[config.mk]
export PLATFORM = sky130hd
export DESIGN_NAME = m2_wr_capture_flat
export DESIGN_NICKNAME = d
export VERILOG_FILES = /design/src/rtl/m2_wr_capture_pkg.sv /design/src/rtl/m2_wr_capture_if.sv /design/src/rtl/m2_wr_capture_wr_fifo2.sv /design/src/rtl/m2_wr_capture.sv /design/src/flat_wrapper.sv
export SDC_FILE = /design/constraint.sdc
export NUM_CORES = 1
export LEC_CHECK = 0
export BUFFER_PORTS_ARGS = -buffer_cell sky130_fd_sc_hd__buf_2
export CAP_MARGIN = 20
export CORE_ASPECT_RATIO = 1.75
export CORE_UTILIZATION = 55
export CTS_CLUSTER_SIZE = 25
export DETAILED_ROUTE_END_ITERATION = 6
export HOLD_SLACK_MARGIN = 0.02
export PLACE_DENSITY_LB_ADDON = 0.15
export SLEW_MARGIN = 5
export SYNTH_ARGS = -nofsm -noshare
export SYNTH_HDL_FRONTEND = slang
export SYNTH_SLANG_ARGS = --single-unit
[constraint.sdc]
create_clock -name clk -period 4.9 [get_ports clk]
set_input_delay 0.49 -clock clk [delete_from_list [all_inputs] [get_ports clk]]
set_output_delay 0.49 -clock clk [all_outputs]
set_load 0.005 [all_outputs]
[src/rtl/m2_wr_capture_pkg.sv]
// m2_wr_capture_pkg: definitions shared by the M2 write-capture front end.
//   - m2_state_e : capture FSM encoding (idle / M2-high phase)
//   - wr_entry_t : one buffered write, {addr, dat}
//   - SEL_*_DEF  : default decode for the $8000-$FFFF register window
//   - sel_hit()  : masked address compare used for write selection
package m2_wr_capture_pkg;

  localparam int ADDR_W  = 16;
  localparam int DAT_W   = 8;
  localparam int ENTRY_W = ADDR_W + DAT_W;  // 24-bit write record

  localparam logic [ADDR_W-1:0] SEL_MASK_DEF  = 16'h8000;
  localparam logic [ADDR_W-1:0] SEL_MATCH_DEF = 16'h8000;

  typedef enum logic {
    ST_IDLE = 1'b0,
    ST_HIGH = 1'b1
  } m2_state_e;

  typedef struct packed {
    logic [ADDR_W-1:0] addr;
    logic [DAT_W-1:0]  dat;
  } wr_entry_t;

  function automatic logic sel_hit(input logic [ADDR_W-1:0] addr,
                                   input logic [ADDR_W-1:0] mask,
                                   input logic [ADDR_W-1:0] match);
    return (addr & mask) == match;
  endfunction

endpackage

[src/rtl/m2_wr_capture_if.sv]
// m2_wr_capture_if: valid/ready write stream leaving the capture stage.
//   wr_valid : head entry present            (master -> slave)
//   wr_ready : consumer takes head this cycle (slave -> master)
//   wr_addr  : head address                  (master -> slave)
//   wr_dat   : head data                     (master -> slave)
interface m2_wr_capture_if;
  import m2_wr_capture_pkg::*;

  logic              wr_valid;
  logic              wr_ready;
  logic [ADDR_W-1:0] wr_addr;
  logic [DAT_W-1:0]  wr_dat;

  modport master (output wr_valid, output wr_addr, output wr_dat, input wr_ready);
  modport slave  (input wr_valid, input wr_addr, input wr_dat, output wr_ready);
endinterface

[src/rtl/m2_wr_capture_wr_fifo2.sv]
// wr_fifo2: 2-entry valid/ready buffer for captured CPU writes.
//   clk, rst   : clock, asynchronous active-high reset
//   push       : one-cycle request to store push_data
//   push_data  : entry to store
//   wr         : head of buffer as a valid/ready stream (master side)
//   ovf        : sticky, a push was dropped because the buffer was full
// No bypass: an entry pushed into an empty buffer appears the next cycle.
module wr_fifo2
  import m2_wr_capture_pkg::*;
(
  input  logic                    clk,
  input  logic                    rst,
  input  logic                    push,
  input  wr_entry_t               push_data,
  m2_wr_capture_if.master         wr,
  output logic                    ovf
);

  wr_entry_t  mem_q [2];
  wr_entry_t  mem_d [2];
  logic       rd_ptr_q, rd_ptr_d;
  logic       wr_ptr_q, wr_ptr_d;
  logic [1:0] count_q, count_d;
  logic       ovf_q, ovf_d;
  logic       pop;
  logic       push_ok;

  always_comb begin
    mem_d    = mem_q;
    rd_ptr_d = rd_ptr_q;
    wr_ptr_d = wr_ptr_q;
    ovf_d    = ovf_q;
    pop      = (count_q != 2'd0) && wr.wr_ready;
    // When full, a simultaneous pop frees the slot the push lands in.
    push_ok  = push && ((count_q != 2'd2) || pop);

    if (pop) rd_ptr_d = ~rd_ptr_q;
    if (push_ok) begin
      mem_d[wr_ptr_q] = push_data;
      wr_ptr_d        = ~wr_ptr_q;
    end
    if (push && !push_ok) ovf_d = 1'b1;

    count_d = count_q + {1'b0, push_ok} - {1'b0, pop};
  end

  for (genvar gi = 0; gi < 2; gi++) begin : g_mem
    always_ff @(posedge clk or posedge rst) begin
      if (rst) mem_q[gi] <= '0;
      else     mem_q[gi] <= mem_d[gi];
    end
  end

  always_ff @(posedge clk or posedge rst) begin
    if (rst) begin
      rd_ptr_q <= 1'b0;
      wr_ptr_q <= 1'b0;
      count_q  <= 2'd0;
      ovf_q    <= 1'b0;
    end else begin
      rd_ptr_q <= rd_ptr_d;
      wr_ptr_q <= wr_ptr_d;
      count_q  <= count_d;
      ovf_q    <= ovf_d;
    end
  end

  assign wr.wr_valid = (count_q != 2'd0);
  assign wr.wr_addr  = mem_q[rd_ptr_q].addr;
  assign wr.wr_dat   = mem_q[rd_ptr_q].dat;
  assign ovf         = ovf_q;

endmodule

[src/rtl/m2_wr_capture.sv]
// m2_wr_capture: brings the asynchronous NES CPU bus into the clk domain and
// turns each qualified M2 low-going edge into one buffered write.
//   clk, map_rst          : system clock, asynchronous active-high reset
//   m2, cpu_rw, cpu_addr,
//   cpu_dat               : raw CPU pins (synchronised here, equal delay)
//   wr                    : captured-write stream (master side)
//   m2_fall               : pulse on every synchronised M2 fall
//   glitch                : pulse when a too-short M2 high pulse is discarded
//   ovf                   : sticky, a qualified write was dropped (buffer full)
module m2_wr_capture
  import m2_wr_capture_pkg::*;
#(
  parameter int                SYNC_STAGES = 2,
  parameter int                MIN_HIGH    = 3,
  parameter logic [ADDR_W-1:0] SEL_MASK    = SEL_MASK_DEF,
  parameter logic [ADDR_W-1:0] SEL_MATCH   = SEL_MATCH_DEF
) (
  input  logic              clk,
  input  logic              map_rst,
  input  logic              m2,
  input  logic              cpu_rw,
  input  logic [ADDR_W-1:0] cpu_addr,
  input  logic [DAT_W-1:0]  cpu_dat,
  m2_wr_capture_if.master   wr,
  output logic              m2_fall,
  output logic              glitch,
  output logic              ovf
);

  localparam int SYNC_W = 2 + ADDR_W + DAT_W;  // {m2, rw, addr, dat}

  // Synchroniser: the whole bundle shifts together so m2 and the bus keep
  // their original relative timing.
  for (genvar gi = 0; gi < SYNC_STAGES; gi++) begin : g_sync
    logic [SYNC_W-1:0] stage_q;
    logic [SYNC_W-1:0] stage_d;
    if (gi == 0) begin : g_first
      assign stage_d = {m2, cpu_rw, cpu_addr, cpu_dat};
    end else begin : g_next
      assign stage_d = g_sync[gi-1].stage_q;
    end
    always_ff @(posedge clk or posedge map_rst) begin
      if (map_rst) stage_q <= '0;
      else         stage_q <= stage_d;
    end
  end

  logic [SYNC_W-1:0] sync_s;
  logic              m2_s, rw_s;
  logic [ADDR_W-1:0] addr_s;
  logic [DAT_W-1:0]  dat_s;

  assign sync_s = g_sync[SYNC_STAGES-1].stage_q;
  assign {m2_s, rw_s, addr_s, dat_s} = sync_s;

  m2_state_e         state_q, state_d;
  logic              m2_d_q, m2_d_d;
  logic [3:0]        hcnt_q, hcnt_d;
  logic              rw_q, rw_d;
  logic [ADDR_W-1:0] addr_q, addr_d;
  logic [DAT_W-1:0]  dat_q, dat_d;
  logic              push_q, push_d;
  logic              m2_fall_q, m2_fall_d;
  logic              glitch_q, glitch_d;
  // The chain is zero right after reset, so a pulse already in progress
  // would look like a fresh rise. fill_q counts until the last stage holds a
  // real sample; armed_q then waits for a genuine low before accepting rises.
  logic [2:0]        fill_q, fill_d;
  logic              armed_q, armed_d;
  logic              fill_done;

  assign fill_done = (fill_q == 3'(SYNC_STAGES));

  always_comb begin
    state_d   = state_q;
    m2_d_d    = m2_s;
    hcnt_d    = hcnt_q;
    rw_d      = rw_q;
    addr_d    = addr_q;
    dat_d     = dat_q;
    push_d    = 1'b0;
    m2_fall_d = 1'b0;
    glitch_d  = 1'b0;
    fill_d    = fill_done ? fill_q : fill_q + 3'd1;
    armed_d   = armed_q || (fill_done && !m2_s);

    case (state_q)
      ST_IDLE: begin
        if (armed_q && m2_s && !m2_d_q) begin
          state_d = ST_HIGH;
          hcnt_d  = 4'd1;
          rw_d    = rw_s;
          addr_d  = addr_s;
          dat_d   = dat_s;
        end
      end
      ST_HIGH: begin
        if (m2_s) begin
          // Keep relatching: CPU write data settles late in the cycle.
          rw_d   = rw_s;
          addr_d = addr_s;
          dat_d  = dat_s;
          if (hcnt_q != 4'd15) hcnt_d = hcnt_q + 4'd1;
        end else begin
          state_d   = ST_IDLE;
          m2_fall_d = 1'b1;
          if (hcnt_q < 4'(MIN_HIGH))
            glitch_d = 1'b1;
          else if (!rw_q && sel_hit(addr_q, SEL_MASK, SEL_MATCH))
            push_d = 1'b1;
        end
      end
      default: state_d = ST_IDLE;
    endcase
  end

  always_ff @(posedge clk or posedge map_rst) begin
    if (map_rst) begin
      state_q   <= ST_IDLE;
      m2_d_q    <= 1'b0;
      hcnt_q    <= 4'd0;
      rw_q      <= 1'b0;
      addr_q    <= '0;
      dat_q     <= '0;
      push_q    <= 1'b0;
      m2_fall_q <= 1'b0;
      glitch_q  <= 1'b0;
      fill_q    <= 3'd0;
      armed_q   <= 1'b0;
    end else begin
      state_q   <= state_d;
      m2_d_q    <= m2_d_d;
      hcnt_q    <= hcnt_d;
      rw_q      <= rw_d;
      addr_q    <= addr_d;
      dat_q     <= dat_d;
      push_q    <= push_d;
      m2_fall_q <= m2_fall_d;
      glitch_q  <= glitch_d;
      fill_q    <= fill_d;
      armed_q   <= armed_d;
    end
  end

  wr_entry_t push_data;
  assign push_data = '{addr: addr_q, dat: dat_q};

  wr_fifo2 u_fifo (
    .clk       (clk),
    .rst       (map_rst),
    .push      (push_q),
    .push_data (push_data),
    .wr        (wr),
    .ovf       (ovf)
  );

  assign m2_fall = m2_fall_q;
  assign glitch  = glitch_q;

endmodule

[src/flat_wrapper.sv]
// flat-port wrapper written by rule: the top's interface ports become plain ports
module m2_wr_capture_flat import m2_wr_capture_pkg::*;
#(
  parameter int                SYNC_STAGES = 2,
  parameter int                MIN_HIGH    = 3,
  parameter logic [ADDR_W-1:0] SEL_MASK    = SEL_MASK_DEF,
  parameter logic [ADDR_W-1:0] SEL_MATCH   = SEL_MATCH_DEF
)
  (clk, map_rst, m2, cpu_rw, cpu_addr, cpu_dat, m2_fall, glitch, ovf, wr_wr_valid, wr_wr_addr, wr_wr_dat, wr_wr_ready);
  m2_wr_capture_if wr_i ();
  input  logic clk;
  input  logic map_rst;
  input  logic m2;
  input  logic cpu_rw;
  input  logic [ADDR_W-1:0] cpu_addr;
  input  logic [DAT_W-1:0] cpu_dat;
  output logic m2_fall;
  output logic glitch;
  output logic ovf;
  output wire logic [$bits(wr_i.wr_valid)-1:0] wr_wr_valid;
  output wire logic [$bits(wr_i.wr_addr)-1:0] wr_wr_addr;
  output wire logic [$bits(wr_i.wr_dat)-1:0] wr_wr_dat;
  input wire logic [$bits(wr_i.wr_ready)-1:0] wr_wr_ready;
  assign wr_wr_valid = wr_i.wr_valid;
  assign wr_wr_addr = wr_i.wr_addr;
  assign wr_wr_dat = wr_i.wr_dat;
  assign wr_i.wr_ready = wr_wr_ready;
  m2_wr_capture #(.SYNC_STAGES(SYNC_STAGES), .MIN_HIGH(MIN_HIGH), .SEL_MASK(SEL_MASK), .SEL_MATCH(SEL_MATCH)) u_core (.clk(clk), .map_rst(map_rst), .m2(m2), .cpu_rw(cpu_rw), .cpu_addr(cpu_addr), .cpu_dat(cpu_dat), .wr(wr_i), .m2_fall(m2_fall), .glitch(glitch), .ovf(ovf));
endmodule
=== Word level (Yosys, flattened, before mapping) ===
Index checks and enable logic that the tools add are counted.

* $add $sub $neg: 4
* $mul: 0
* Divide/modulo/power cells: 0
* $lt $le $gt $ge: 4
* Equal/unequal tests: 6
* Shift-type cells: 0
* Multiplexer cells: 31
* Bitwise gates (word level): 5
* Reduce and logical (&&, ||, !) cells: 17

{| class="wikitable"
|+ Operators by type and width
! cell !! count
|-
| $mux 24 || 4
|-
| $bwmux 48 || 1
|-
| $mux 16 || 2
|-
| $pmux 16 s2 || 1
|-
| $demux 24 s1 || 1
|-
| $mux 8 || 2
|-
| $pmux 8 s2 || 1
|-
| $mux 1 || 13
|-
| $mux 4 || 3
|-
| $logic_and 1x1->1 || 8
|-
| $pmux 4 s2 || 1
|-
| $add 4x1->4 const B || 1
|-
| $ge 2x2->1 const B || 2
|-
| $logic_not 1->1 || 4
|-
| $lt 4x2->1 const B || 1
|-
| $ne 2x1->1 const B || 2
|-
| $ne 2x2->1 const B || 2
|-
| $ne 4x4->1 const B || 1
|-
| $not 1->2 || 2
|-
| $pmux 1 s2 || 2
|-
| $add 3x1->3 const B || 1
|-
| $eq 3x2->1 const B || 1
|-
| $not 1->1 || 3
|-
| $reduce_and 3->1 || 1
|-
| other kinds (6) || 7
|}

* Bits in registers: 143
* Bits in latches: 0
* RAM bits: 0
* Bits in read-only memories: 0
* Bits of input ports: 29
* Output and inout bits: 28
* Word-level logic and storage cells: 88
* Memories: 0

=== Longest topological paths before layout ===
Gate-level depths: netlist of the first run.

* Depth after elaboration: 6
* Mapped depth: 7
* Gate-level depth less buffers: 7

=== Hierarchy ===
Synthesis of the first run repeated with hierarchy kept, for this count alone.

* Cell total of the unflattened synthesis: 306
* Area total of the unflattened synthesis: 5,425.2 sq um

{| class="wikitable"
|+ By module, submodules not included
! module !! instances !! cells each !! area each (sq um) !! sequential area each (sq um)
|-
| m2_wr_capture || 1 || 154 || 2,924.1 || 2,252.2
|-
| wr_fifo2 || 1 || 152 || 2,501.1 || 1,326.3
|}

=== Worst setup path before layout of the first run ===
OpenSTA, ideal clock, no wires.

* Path type: reg2reg
* Start point: reg u_core.u_fifo.count_q[1]
* End point: reg u_core.u_fifo.count_q[1]
* Setup time: 123 ps
* Data arrival time: 1,601 ps
* Required time: 4,777 ps
* Slack: 3,177 ps
* Cell stages (with the launch flop): 8
* Buffers on the path: 0
* Period minus slack after synthesis: 1,723 ps
* Path through: dfrtp_1 -> or2_2 -> and2_1 -> ha_1 -> inv_1 -> ha_1 -> xnor2_1 -> xnor2_1

* Word-level cells in the longest chain between the ends: 6
* Elaborated cells on any way between the ends: 7
* Classes of those cells: add/sub (2); eq/ne (1); reduce/logical (4)

{| class="wikitable"
|+ RTL lines
! what !! RTL line !! source
|-
| start: declaration || m2_wr_capture_wr_fifo2.sv:23 || <nowiki>logic [1:0] count_q, count_d;</nowiki>
|-
| start signal: assignment || m2_wr_capture_wr_fifo2.sv:63 || <nowiki>count_q <= count_d;</nowiki>
|-
| $reduce_bool 2->1 (*) || n/a ||
|-
| via wr_wr_valid || flat_wrapper.sv:20 || <nowiki>output wire logic [$bits(wr_i.wr_valid)-1:0] wr_wr_valid;</nowiki>
|-
| $logic_and 1x1->1 (*) || m2_wr_capture_wr_fifo2.sv:33 || <nowiki>pop = (count_q != 2'd0) && wr.wr_ready;</nowiki>
|-
| via u_core.u_fifo.pop || m2_wr_capture_wr_fifo2.sv:25 || <nowiki>logic pop;</nowiki>
|-
| $logic_or 1x1->1 || m2_wr_capture_wr_fifo2.sv:35 || <nowiki>push_ok = push && ((count_q != 2'd2) || pop);</nowiki>
|-
| $logic_and 1x1->1 || m2_wr_capture_wr_fifo2.sv:35 ||
|-
| $add 2x1->2 || m2_wr_capture_wr_fifo2.sv:44 || <nowiki>count_d = count_q + {1'b0, push_ok} - {1'b0, pop};</nowiki>
|-
| $sub 2x1->2 (*) || m2_wr_capture_wr_fifo2.sv:44 ||
|-
| via u_core.u_fifo.count_d[1] || m2_wr_capture_wr_fifo2.sv:23 ||
|}

Mark *: on every way through the listed nets, which the timed path passes. The rest lies on a longest branch.
A chain may end at the register's enable or synchronous reset.

=== Worst setup path after layout of the first run ===
* Start point: reg u_core.u_fifo.rd_ptr_q
* End point: out wr_wr_dat[1]

* Word-level cells in the longest chain between the ends: 4

{| class="wikitable"
|+ RTL lines
! what !! RTL line !! source
|-
| start: declaration || m2_wr_capture_wr_fifo2.sv:21 || <nowiki>logic rd_ptr_q, rd_ptr_d;</nowiki>
|-
| start signal: assignment || m2_wr_capture_wr_fifo2.sv:61 || <nowiki>rd_ptr_q <= rd_ptr_d;</nowiki>
|-
| $not 1->2 (not written as such) || m2_wr_capture_wr_fifo2.sv:70 || <nowiki>assign wr.wr_dat = mem_q[rd_ptr_q].dat;</nowiki>
|-
| $mux 24 (not written as such) (3 in series) || m2_wr_capture_wr_fifo2.sv:70 ||
|-
| end: declaration || flat_wrapper.sv:22 || <nowiki>output wire logic [$bits(wr_i.wr_dat)-1:0] wr_wr_dat;</nowiki>
|}

No other way between the ends. The select of a mux whose other input is x is not followed.

==> flow_summary.ini, run 1 <==
[synth]
synth.cell_area_mm2 = 0.005258
yosysTopAreaCellShare_pct = 68.06
synth_area_per_cell_um2 = 17.24
post_synth_num_cell_types = 39
muxShareOfSynthArea_pct = 22.61
netlist_instances = 305
synth_top_cell_by_area = dfrtp_1
synth_seq_area_share_pct = 68.06
synth_top_family_by_area = multiplexers
ys_ff_latch = 143
yosys_warnings = 0
synth_fp_nets = 339
synth_top_cells_by_area = dfrtp_1 68%, mux2_2 17%, mux2_4 5.7%
synth-compound-area-share_pct = 1.594
synth_adder_area_share_pct = 1.190
synth-xor-area-share_pct = 0.8329
post_synthesis_simple_gate_area_fraction_pct = 3.094

[global_route]
first_global_vias = 2919
grt_antenna_before_repair = 0
global_route_wire_length_before_repair_mm = 14.61
grt_use_total_pct = 19.62
grt.overflow.total = 0
pin_count_of_the_biggest_net_entering_global_routing = 96

[clocking]
cts_post_setup_buffers_inserted = 0
clock_root_buffer = clkbuf_16
cts_sinks = 143
cts_resized = 0
cts-buffers-inserted = 17
htreeDepth = 4
clk-insertion-delay-late_ns = 0.41
cts_hold_repair.buffers = 0
cts_tree = done
clk_transition_reported_paths_ns = 0.06
cts_buffer_depth = 2

[pwr]
power_density_mw_per_mm2 = 518.5
clock_power_share_pct = 39.7
sw_frac_of_total_pct = 24.06
power.switching_w = 0.0007748
leakage_power_nw = 3.081
power.sequential.fraction_pct = 45.7
vdd.ir_drop.worst_uv = 304.0
cellInternalPower_w = 0.002446
pwr-share-comb_pct = 14.6

[timing]
skew_ns = 0.007182
final_max_slew_viol_count = 0
worst-slew-pin-transition_ns = 0.8040
max_freq_mhz = 427.3
final_min_period_over_clock_period_pct = 47.76
final-hold-violation-count = 0
tns_ns = 0
layout_min_cycle_time_ns = 2.340
setup_viol_count_final = 0
unrepaired_setup_endpoints_after_global_routing = no
timing.max_slew.rel_slack_pct = 46.40
fin_worst_hold_slack_ns = 0.1812

[setup_path]
startpoint_type = flip-flop
timing.reg2reg.worst_path_depth = 7
critPathMaxFanout = 17
worst-endpoint-required_ns = 4.41
worstSetupEndpointType = primary output
cp.arrival_ns = 1.85
setup.worst_path.class = flip-flop to primary output

[routing]
remaining_drc_errors = 0
drtAntennaViolNets = 0
firstDrtPassIters = 4
finalWirelength_mm = 8.439
detailedRoute.firstIterationViolations = 95
route.detailed.wl_per_inst_um = 16.71
avgViaCountPerCell = 5.178
route.vias.total = 2615

[layout]
antenna_cells_inserted = 0
most-common-layout-cells = 143 x dfrtp_1, 78 x mux2_2, 56 x buf_2
final_layout_size_suffix_gt1_share_pct = 51.17
layout.area.seq_mm2 = 0.003578
finish.instance_area_mm2 = 0.006211
final_cells = 505
finalNetCount = 406
synthToLayoutAreaGrowth_pct = 18.13
multi_input_area_mm2 = 0.001541
num-fill-cells = 621
commonest_non_fill_non_tap_cell_in_the_layout = dfrtp_1

[placed_design]
dp.cells = 473
port_buffers = 56
placedInstanceArea_mm2 = 0.005608
post-dp-hpwl_mm = 5.104
globalplace.congestion = 0.7297

[job]
max_cap_viol_count = 0

[floorplanning]
placeableCoreArea_mm2 = 0.009151
start_util_pct = 57.45
pin_count = 57
fp-row-count = 46
floorplan.die.height_um = 131.3
fp.dieW_um = 75.91
die_area_mm2 = 0.009969

[status]
status = finished clean

[hold_path]
worstHoldPathCells = 1
hold_path_class = input port to flip-flop
-- final timing paths --
| path | start | endpoint | slack (ns) |
|---|---|---|---|
| max in group asynchronous | map_rst | u_core.u_fifo.ovf | 3.53 |
| worst max register to register | u_core.u_fifo.count_q[0] | u_core.u_fifo.count_q[1] | 3.04 |
| min in group asynchronous | map_rst | u_core.u_fifo.mem_q[29] | 0.25 |
| worst min register to register | u_core.g_sync[0].stage_q[8] | u_core.g_sync[1].stage_q[8] | 0.35 |
| worst max-delay path | u_core.u_fifo.rd_ptr_q | wr_wr_dat[1] | 2.56 |
| worst min-delay path | cpu_addr[7] | u_core.g_sync[0].stage_q[15] | 0.18 |
-- synth_stat cells, drive strengths merged --
| master | n |
|---|---|
| and3 | 1 |
| clkbuf | 3 |
| xor2 | 1 |
| nand2b | 1 |
| mux2i | 1 |
| buf | 8 |
| a2bb2oi | 1 |
| o221ai | 1 |
| ha | 5 |
| nor3 | 1 |
| a21oi | 1 |
| nor4bb | 1 |
| a31o | 1 |
| mux2 | 98 |
| a31oi | 2 |
| nand4 | 2 |
| or3b | 1 |
| xnor2 | 4 |
| o211ai | 1 |
| o21ai | 1 |
| a21o | 1 |
| inv | 8 |
| nor3b | 2 |
| or2 | 1 |
| nor2b | 2 |
| dfrtp | 143 |
| nand2 | 4 |
| nand3 | 2 |
| and2 | 2 |
| o21bai | 1 |
| a22o | 1 |
| nor2 | 3 |
-- flip-flops by register name, summed over array words and instances (netlist names) --
signal / flops
u_core.addr_q: 16
u_core.armed_q: 1
u_core.dat_q: 8
u_core.fill_q: 3
u_core.g_sync.stage_q: 52
u_core.glitch: 1
u_core.hcnt_q: 4
u_core.m2_d_q: 1
u_core.m2_fall: 1
u_core.push_q: 1
u_core.rw_q: 1
u_core.state_q: 1
u_core.u_fifo.count_q: 2
u_core.u_fifo.mem_q: 48
u_core.u_fifo.ovf: 1
u_core.u_fifo.rd_ptr_q: 1
u_core.u_fifo.wr_ptr_q: 1
-- through the flow --
| step | worst slack, ns | utilization [%] | power (W) |
|---|---|---|---|
| final | 2.560 | 67.87 | 0.003220 |
| after global routing | 2.477 | 67.87 | 0.003372 |
| after CTS | 2.528 | 67.87 | 0.003255 |
| after detailed placement | 2.938 | 61.28 | 0.001965 |
| after global placement | 2.948 | 61.28 | 0.001935 |
| after floorplan | 0.5721 | - | 0.001805 |
-- power by group through the flow --
stage	clock (W)	combinational, W	sequential [W]
6_report	0.00128	0.000470	0.00147
2_1_floorplan	0	0.000369	0.00144
3_5_place_dp	0	0.000473	0.00149
5_1_grt	0.00136	0.000516	0.00150
4_1_cts	0.00130	0.000479	0.00147
3_3_place_gp	0	0.000455	0.00148
-- layer usage --
layer | GRT usage (%) | up-vias | share of wire [%]
met5 | 0 | - | 0
met4 | 9.509 | 0 | 2.6
li1 | - | 1189 | -
met3 | 5.625 | 15 | 3.3
met1 | 22.18 | 1355 | 41
met2 | 33.79 | 56 | 54
-- worst max-delay path: stages, from the launching register on --
cell	delay, ns
dfrtp_1	0.57
buf_4	0.35
mux2_2	0.38
buf_2	0.13
-- cells by family after synthesis --
group / Yosys count
flops: 143
compound gates: 11
buf+inv: 19
xor+xnor: 5
fa+ha+maj: 5
simple gates: 23
mux: 99
-- cell type report --
class | instances | area share (%)
clock inverter | 9 | 1.692
sequential | 143 | 57.61
multi-input combinational | 143 | 24.82
timing repair buffer | 59 | 4.875
inverter | 8 | 0.5641
clock buffer | 23 | 8.018
tap | 120 | 2.417
Note: power is estimated with default switching activity, not from simulation.
==> run 2: changes to the inputs <==
- CORE_UTILIZATION: 55 -> 52
- clock period: 4.9 -> 1.9 ns (I/O delays scaled with it)
==> run 2 against run 1 <==
  * Clock power grew to 2.5 times the previous value
  * Die area grew 5.7%
  * Clock skew grew 0.0020 ns
  * Utilization shrank 0.28 points
  * Global-route usage shrank 1.2 points
  * Via count grew 5.1%
  * Routed wire length grew 1.7%
  * Clock-buffer cell count shrank 3
==> flow_summary.ini, run 2 (synthesis gave the netlist of run 1 again) <==
[pwr]
clock_power_share_pct = 38.4
cellInternalPower_w = 0.006293
leakage_power_nw = 3.263
power.sequential.fraction_pct = 44.8
power.switching_w = 0.002068
sw_frac_of_total_pct = 24.73
vdd.ir_drop.worst_uv = 853.1
power_density_mw_per_mm2 = 1256
pwr-share-comb_pct = 16.9

[hold_path]
hold_path_class = input port to flip-flop
worstHoldPathCells = 3
timing.hold.worst.start = wr_wr_ready
min_delay_worst_endpoint = u_core.u_fifo.ovf

[setup_path]
worstSetupEndpointType = flip-flop
cp_cell_sequence = or2_2, and2_1, ha_1, inv_1, ha_1, xnor2_2, xnor2_1
cp-startpoint = u_core.u_fifo.count_q[1]
timing.reg2reg.worst_path_depth = 7
max_stage_delay_ns = 0.39
startpoint_type = flip-flop
critPathSlowestCell = dfrtp_1
worst-endpoint-required_ns = 2.19
cp.arrival_ns = 2.13
worstReg2RegEnd = u_core.u_fifo.count_q[1]
setup.worst_path.class = flip-flop to flip-flop
timing.reg2reg.setup_slack_ns = 0.06
reg2reg_from = u_core.u_fifo.count_q[1]
path_common_cell = ha_1
critPathMaxFanout = 4

[floorplanning]
fp.dieW_um = 78.01
placeableCoreArea_mm2 = 0.009849
pin_count = 57
die_area_mm2 = 0.01053
start_util_pct = 53.38
floorplan.die.height_um = 135.0
fp-row-count = 48

[layout]
final_core_occ_pct = 67.59
final_layout_size_suffix_gt1_share_pct = 49.17
commonest_non_fill_non_tap_cell_in_the_layout = dfrtp_1
synthToLayoutAreaGrowth_pct = 26.63
number_of_flip_flops_under_the_largest_register_name = 52
registers_with_the_most_flip_flops = u_core.g_sync.stage_q: 52 flops, u_core.u_fifo.mem_q: 48 flops, u_core.addr_q: 16 flops
most-common-layout-cells = 143 x dfrtp_1, 78 x mux2_2, 56 x buf_2
finalNetCount = 444
antenna_cells_inserted = 0
registers.top_by_ff_count = u_core.g_sync.stage_q
finish.instance_area_mm2 = 0.006658

[routing]
route.vias.total = 2748
route.detailed.wl_per_inst_um = 15.67
avgViaCountPerCell = 5.015
remaining_drc_errors = 0
detailedRoute.firstIterationViolations = 119
finalWirelength_mm = 8.585
drtAntennaViolNets = 0
firstDrtPassIters = 4

[global_route]
first_global_vias = 2951
grt.overflow.total = 0
grt_antenna_before_repair = 0
global_route_wire_length_before_repair_mm = 14.43
grt_use_total_pct = 18.43
pin_count_of_the_biggest_net_entering_global_routing = 35

[placed_design]
placedInstanceArea_mm2 = 0.005781
globalplace.congestion = 0.7562
port_buffers = 56
post-dp-hpwl_mm = 5.330

[timing]
final-hold-violation-count = 0
timing.max_slew.rel_slack_pct = 58.86
max_freq_mhz = 543.3
skew_ns = 0.009216
layout_min_cycle_time_ns = 1.841
fin_worst_hold_slack_ns = 0.1847
final_max_slew_viol_count = 0
final_min_period_over_clock_period_pct = 96.87
setup_viol_count_final = 0
worst-slew-pin-transition_ns = 0.6158

[clocking]
cts_buffer_depth = 2
clk-insertion-delay-late_ns = 0.41
cts_tree = done
cts_sinks = 143
cts-buffers-inserted = 17
clk_transition_reported_paths_ns = 0.06
clock_root_buffer = clkbuf_16
htreeDepth = 4

[status]
status = finished clean

[job]
max_cap_viol_count = 0
-- run 2: cell count changes in the layout (fill, tap and decap cells not counted), moves of 2 or more --
cell and change:
clkinv_2 -2, dlygate4sd3_1 +27, clkinvlp_4 +2, buf_4 +3
clkbuf_8 -4, buf_12 +8, clkinv_4 +4
-- run 2: worst max path at each step --
stage	slack, ns	endpoint	depth (start not counted)
global route	-0.05	u_core.u_fifo.count_q[1]	7
CTS	0.08	wr_wr_addr[10]	3
finish	0.06	u_core.u_fifo.count_q[1]	7
detailed placement	0.11	u_core.u_fifo.count_q[1]	7
global placement	0.17	u_core.u_fifo.count_q[1]	7
floorplan	-0.08	u_core.addr_q[0]	1
-- run 2: cell type report --
cell class,count,area [um2]
inverters,8,33.78
well taps,125,156.4
multi-input cells,143,1549
flip-flops and latches,143,3578
clock buffers,20,446.7
fillers,705,3192
repair buffers,97,755.7
clock inverters,12,137.6
-- run 2: power groups by stage --
stage / Sequential (W) / Clock [W] / Combinational (W)
floorplan: 0.00370 / 0 / 0.000951
global placement: 0.00377 / 0 / 0.00129
detailed placement: 0.00380 / 0 / 0.00133
CTS: 0.00375 / 0.00329 / 0.00138
global route: 0.00380 / 0.00342 / 0.00155
finish: 0.00374 / 0.00321 / 0.00141
-- run 2: repair_timing --
item,in CTS,in global routing
buffers inserted,0,2
endpoints found under the setup margin,0,1
hold buffers,27,0
resized for setup,0,1
hold endpoints to repair,42,0
-- run 2: critical path: cells and delay by family, from the launching register on --
kind,cells,cell delay [ns]
simple gates,2,0.49
buf+inv,1,0.04
fa+ha+maj,2,0.51
xor+xnor,2,0.29
flops,1,0.39
-- run 2: layer usage --
| layer | track usage (%) | vias up | share of wire [%] | routed length, um |
|---|---|---|---|---|
| met2 | 31.47 | 51 | 53 | 4547 |
| met4 | 7.099 | 0 | 1.4 | 121 |
| met1 | 21.70 | 1413 | 43 | 3666 |
| met3 | 5.676 | 10 | 2.9 | 250 |
| met5 | 0 | - | 0 | 0 |
| li1 | - | 1274 | - | - |
-- run 2: metrics by stage --
step	setup TNS, ns	total power, W	worst slack (ns)	cells
6_report	0	0.008361	0.05940	548
3_3_place_gp	0	0.005065	0.1707	487
3_5_place_dp	0	0.005133	0.1102	487
4_1_cts	0	0.008414	0.07846	546
5_1_grt	-0.04992	0.008772	-0.04992	548
2_1_floorplan	-11.59	0.004655	-0.08106	305
